### src/rtl/fork_data.sv
`default_nettype none
// ============================================================================
// Module   : fork_data
// Purpose  : Eager fork; broadcasts each input token once to every output
//            channel, with independent per-channel acceptance.
// Revision : 1.0 - initial release
// ============================================================================
module fork_data #(
    parameter int SIZE      = 2,
    parameter int DATA_TYPE = 32
) (
    input  logic                      clk,
    input  logic                      rst,
    input  logic [DATA_TYPE-1:0]      ins,
    input  logic                      ins_valid,
    output logic                      ins_ready,
    output logic [SIZE*DATA_TYPE-1:0] outs,
    output logic [SIZE-1:0]           outs_valid,
    input  logic [SIZE-1:0]           outs_ready,
    output logic [31:0]               token_count
);

    typedef enum logic [0:0] {
        ST_DONE = 1'b0,
        ST_PEND = 1'b1
    } state_t;

    logic [SIZE-1:0] w_pend;
    logic            w_xfer;
    logic [31:0]     r_token_count;

    // Data is never stored: every channel sees the live input bus.
    assign outs = {SIZE{ins}};

    generate
        if (SIZE == 1) begin : g_single
            assign w_pend     = 1'b1;
            assign outs_valid = ins_valid & w_pend;
            assign ins_ready  = outs_ready[0];
        end else begin : g_multi
            logic [SIZE-1:0] w_stall;
            logic            w_any_stall;

            // Valid depends only on registered pend, never on this channel's ready.
            assign outs_valid  = {SIZE{ins_valid}} & w_pend;
            assign w_stall     = outs_valid & ~outs_ready;
            assign w_any_stall = |w_stall;
            assign ins_ready   = ~w_any_stall;

            for (genvar i = 0; i < SIZE; i++) begin : g_chan
                state_t r_state;

                always_ff @(posedge clk or negedge rst) begin
                    if (!rst) begin
                        r_state <= ST_PEND;
                    end else begin
                        case (r_state)
                            ST_PEND: if (ins_valid && outs_ready[i] && w_any_stall)
                                         r_state <= ST_DONE;
                            ST_DONE: if (!w_any_stall || !ins_valid)
                                         r_state <= ST_PEND;
                        endcase
                    end
                end

                assign w_pend[i] = (r_state == ST_PEND);
            end
        end
    endgenerate

    assign w_xfer = ins_valid & ins_ready;

    always_ff @(posedge clk or negedge rst) begin
        if (!rst) begin
            r_token_count <= 32'd0;
        end else if (w_xfer) begin
            r_token_count <= r_token_count + 32'd1;
        end
    end

    assign token_count = r_token_count;

endmodule
`default_nettype wire

### config.mk
export PLATFORM = sky130hd
export DESIGN_NAME = fork_data
export DESIGN_NICKNAME = d
export VERILOG_FILES = /design/src/rtl/fork_data.sv
export SDC_FILE = /design/constraint.sdc
export NUM_CORES = 1
export LEC_CHECK = 0
export CORE_MARGIN = 2
export CORE_UTILIZATION = 34
export DETAILED_ROUTE_END_ITERATION = 10
export GPL_TIMING_DRIVEN = 0
export PLACE_DENSITY = 0.81
export SYNTH_ARGS = -nofsm -noshare
export SYNTH_HDL_FRONTEND = slang
export SYNTH_SLANG_ARGS = --single-unit
export TNS_END_PERCENT = 20
### constraint.sdc
create_clock -name clk -period 1.6 [get_ports clk]
set_input_delay 0.24 -clock clk [delete_from_list [all_inputs] [get_ports clk]]
set_output_delay 0.24 -clock clk [all_outputs]
set_load 0.005 [all_outputs]
* Word level (Yosys, flattened, before mapping)
Index checks and enable logic that the tools add are counted.
** Storage, ports and cells
- Bits of input ports :: 37
- Register bits after elaboration :: 34
- Logic and storage cells :: 24
- Output and inout port bits :: 99
** Operators by class
- Bitwise logic cells :: 7
- Reductions and logical operators :: 8
- Muxes and demuxes :: 5
- Add/subtract/negate cells :: 1
** Operators by type and width (number)
- 32-bit by 1-bit adder with 32-bit output (second input constant) :: 1
- 2-bit AND :: 2
- 1-bit logical AND :: 4
- 1-bit case mux with 2 select lines :: 2
- 1-bit 2-to-1 mux :: 3
- 1-bit NOT :: 3
- 1-bit logical NOT :: 2
- 2-bit NOT :: 1
- 2-bit OR reduction :: 1
- 1-bit AND :: 1
- 1-bit logical OR :: 1

* Depth between registers and ports, before layout
- Depth after elaboration :: 7
- Mapped depth :: 6
- Gate-level depth less buffers :: 5

* Worst setup path before layout
No wires, ideal clock.
- Path kind :: flip-flop to flip-flop
- Start :: register r_token_count[0], in the netlist token_count[0]
- End :: register r_token_count[18], in the netlist token_count[18]
- Cell stages (with the launch flop) :: 7
- Path slack :: -84 ps
- Period minus slack after synthesis :: 1684 ps
- Required time :: 1521 ps
- Arrival :: 1605 ps
- Cells stage by stage :: dfrtp_1 > ha_1 > nand3_2 > or3_4 > buf_6 > nor4_2 > xor2_1
** On the way
- Cells in the longest elaborated chain, start to end :: 1
** RTL lines
- from (decl) :: line 30 : logic [31:0] r_token_count;
- from (signal assigned) :: line 77 : r_token_count <= r_token_count + 32'd1;
- 32-bit by 1-bit adder with 32-bit output :: line 77
Every way passes these cells.
A chain may end at the register's enable or synchronous reset.

* Worst setup path after layout
- Start :: register r_token_count[0], in the netlist token_count[0]
- End :: register r_token_count[12], in the netlist token_count[12]
Same word-level chain as after synthesis.

==> impl_metrics.tcl <==
set metrics [dict create \
    status "finished, violations left" \
    violations "negative setup slack" \
    grt_setup_unrepaired "yes" \
    met2RoutedLength_um 2840 \
    finalHoldViolCount 0 \
    drc 0 \
    finalMaxSlewViolations 0 \
    fill_cells 545 \
    placement.setup.worst_slack_ps -542 \
    end_kind "flop" \
    worstPathArrival_ps 1950 \
    die_area_um2 7160 \
    worst_ir_drop_vdd_mv 0.667 \
    measured_slew_at_the_worst_slew_check_pin_ps 756 \
    yosys.area.top_type "dfrtp_1" \
    yosys.cell_count.top_type "buf_4" \
    seq_area_frac_synth_pct 38.6 \
    worst-endpoint-required_ps 1810 \
    number_of_antenna_violations_at_the_first_check_in_global_routing 0 \
    cell_at_the_root_of_the_clock_tree "clkbuf_8" \
    first_pass_iters 4 \
    clk_pin_slew_ps 80 \
    holdBufCountCts 0 \
    design_area_um2 3740 \
    synthTopCellsByCount "buf_4, dfrtp_1, xor2_1, nand2_1, nor3_1" \
    detailed_route_wire_length_per_cell_um 13.4 \
    setup.reg_to_reg.worst_slack_ps -140 \
    post-dp-hpwl_um 4000 \
    start_kind "flop" \
    dr_total_vias 1926 \
    power_leakage_nw 1.73 \
    detail_route.wirelength.met1_um 2180 \
    netlist_instances 217 \
    max_clock_freq_ghz 0.575 \
    max_slew_margin_pct 49.6 \
    clock_sinks 34 \
    top_layer_used "met4" \
    grt_util_all_layers_pct 15.0 \
    asyncSetResetFlopFracSynth_pct 100 \
    fp.coreArea_um2 6310 \
    powerDensity_nw_per_um2 723 \
    report.final.setup_viol 12 \
    floorplan.initialDensity_pct 35.0 \
    chipWidth_um 84.6 \
    io-pin-count 136 \
    synth_nets 255 \
    route.detailed.vias_per_inst 4.69 \
    fin_setup_tns_ps -855 \
    power_mw 2.70 \
    netlist-cell-type-count 30 \
    cts-root-to-sink-buffers 2 \
    dieHeight_um 84.6 \
    rows 29 \
    drive_above_1_share_pct 37.4 \
    met3RoutedLength_um 439 \
    max_cap_viol_count 0 \
    setup_ws_ps -140 \
    syn_to_final_growth_pct 69.2 \
    nNetsFinal 371 \
    synth_largest_type_area_fraction_pct 36.3 \
    cts-htree-levels 2 \
    hp-class "in -> async" \
    skew_pair_late_insertion_delay_ps 300 \
    worst-path-max-fanout 5 \
    synth.area.top_cells "dfrtp_1, buf_4, xor2_1, xnor2_1, nor4_2" \
    ys_warn_count 0 \
    synth_flop_cell "dfrtp_1" \
    globalRouteOverflowTotal 0 \
    routabilityCongestion 0.745 \
    synth.ff_latch_count 34 \
    largest_net_degree_at_the_start_of_global_routing 35 \
    synth_edf_count 0 \
    postRouteWirelength_um 5520 \
    mappedNetlistArea_um2 2210 \
    grt_pass1_wl_um 8690 \
    num_antenna_cells 0 \
    number_of_nets_with_antenna_violations_after_routing 0 \
    cts_made_buffers 5 \
    clock_tree_from_tritoncts "built" \
    placed_cell_area_um2 3380 \
    final.setup_skew_ps 12.3 \
    min_period_ps 1740 \
    timing.setup.critical_path_class "reg -> reg" \
    post-route-period-util_pct 109 \
    detail_route.iter0.violations 85 \
    grt_pass1_vias 1907 \
    synth.avg_cell_area_um2 10.2 \
    buffer_ports.inserted 103 \
]
[registers in the layout, indices dropped and copies added (netlist names)]
signal / flops
token_count: 32
g_multi.g_chan.r_state: 2
[placed cells by master, fill, tap and decap left out, drive strengths merged]
| cell | count |
|---|---|
| xnor2 | 9 |
| dfstp | 2 |
| nand4 | 8 |
| inv | 7 |
| nand2b | 2 |
| nor2 | 3 |
| clkbuf | 11 |
| and4 | 3 |
| or3 | 2 |
| nor3 | 11 |
| buf | 73 |
| xor2 | 22 |
| and3 | 4 |
| dlymetal6s2s | 1 |
| nand3 | 9 |
| nor4 | 14 |
| nor4b | 2 |
| clkdlybuf4s50 | 97 |
| dlygate4sd2 | 4 |
| dfrtp | 32 |
| and2 | 3 |
| or2 | 1 |
| nand2 | 12 |
| mux2 | 1 |
| ha | 1 |
[worst max-delay path: stages (launching register included)]
cell and delay, ps:
dfrtp_1 370, ha_2 230, nand3_4 90, or3_4 430
clkbuf_16 190, nor3_2 190, xnor2_1 150
[metal layers]
| layer | vias up | global-route usage (%) |
|---|---|---|
| li1 | 894 | - |
| met2 | 87 | 25.5 |
| met1 | 938 | 18.3 |
| met3 | 7 | 5.80 |
| met4 | 0 | 2.89 |
| met5 | - | 0 |
[final timing paths]
path / startpoint / end / cells past startpoint
worst max-delay path: token_count[0]$_DFFE_PN0P_ / token_count[12]$_DFFE_PN0P_ / 6
worst min-delay path: rst / token_count[24]$_DFFE_PN0P_ / 1
worst max register to register: token_count[0]$_DFFE_PN0P_ / token_count[12]$_DFFE_PN0P_ / 6
worst min register to register: token_count[31]$_DFFE_PN0P_ / token_count[31]$_DFFE_PN0P_ / 1
max in group asynchronous: rst / token_count[4]$_DFFE_PN0P_ / 1
min in group clk: ins_valid / g_multi.g_chan[0].r_state$_DFF_PN1_ / 2
[timing repair]
item	CTS	global route
gates cloned	0	1
pin swaps	2	17
setup endpoints to repair	29	26
resized for setup	16	27
buffers inserted	2	3
[area by class of cell]
class	instances	area, um2	area share (%)
repair buffers	109	1090	29.1
multi-input cells	107	1010	27.1
flip-flops and latches	34	857	22.9
plain buffers	69	548	14.7
clock buffers	8	110	2.95
well taps	77	96.3	2.58
inverters	7	26.3	0.703
[power breakdown]
part	switching (mW)	internal, mW
Clock	0.327	0.435
Sequential	0.129	0.965
Combinational	0.277	0.566
Total	0.733	1.97
[per-stage QoR]
stage	hold WS, ps	utilization, %	instances
CTS	39.1	56.1	407
global placement	458	53.6	397
finish	2.51	59.2	411
global route	70.1	59.2	411
floorplan	-55.6	-	217
detailed placement	356	53.5	397
[cell families (layout without fill, tap and decap cells)]
logic type	count (synthesis)	in the layout	synth area share [%]
flip-flops	34	34	38.6
adder cells (fa/ha/maj)	1	1	0.566
buffers and inverters	76	193	24.8
multiplexers	1	1	0.510
XOR/XNOR	31	31	12.3
AND/OR/NAND/NOR	74	74	23.2
Power figures use the tool's default switching activity.
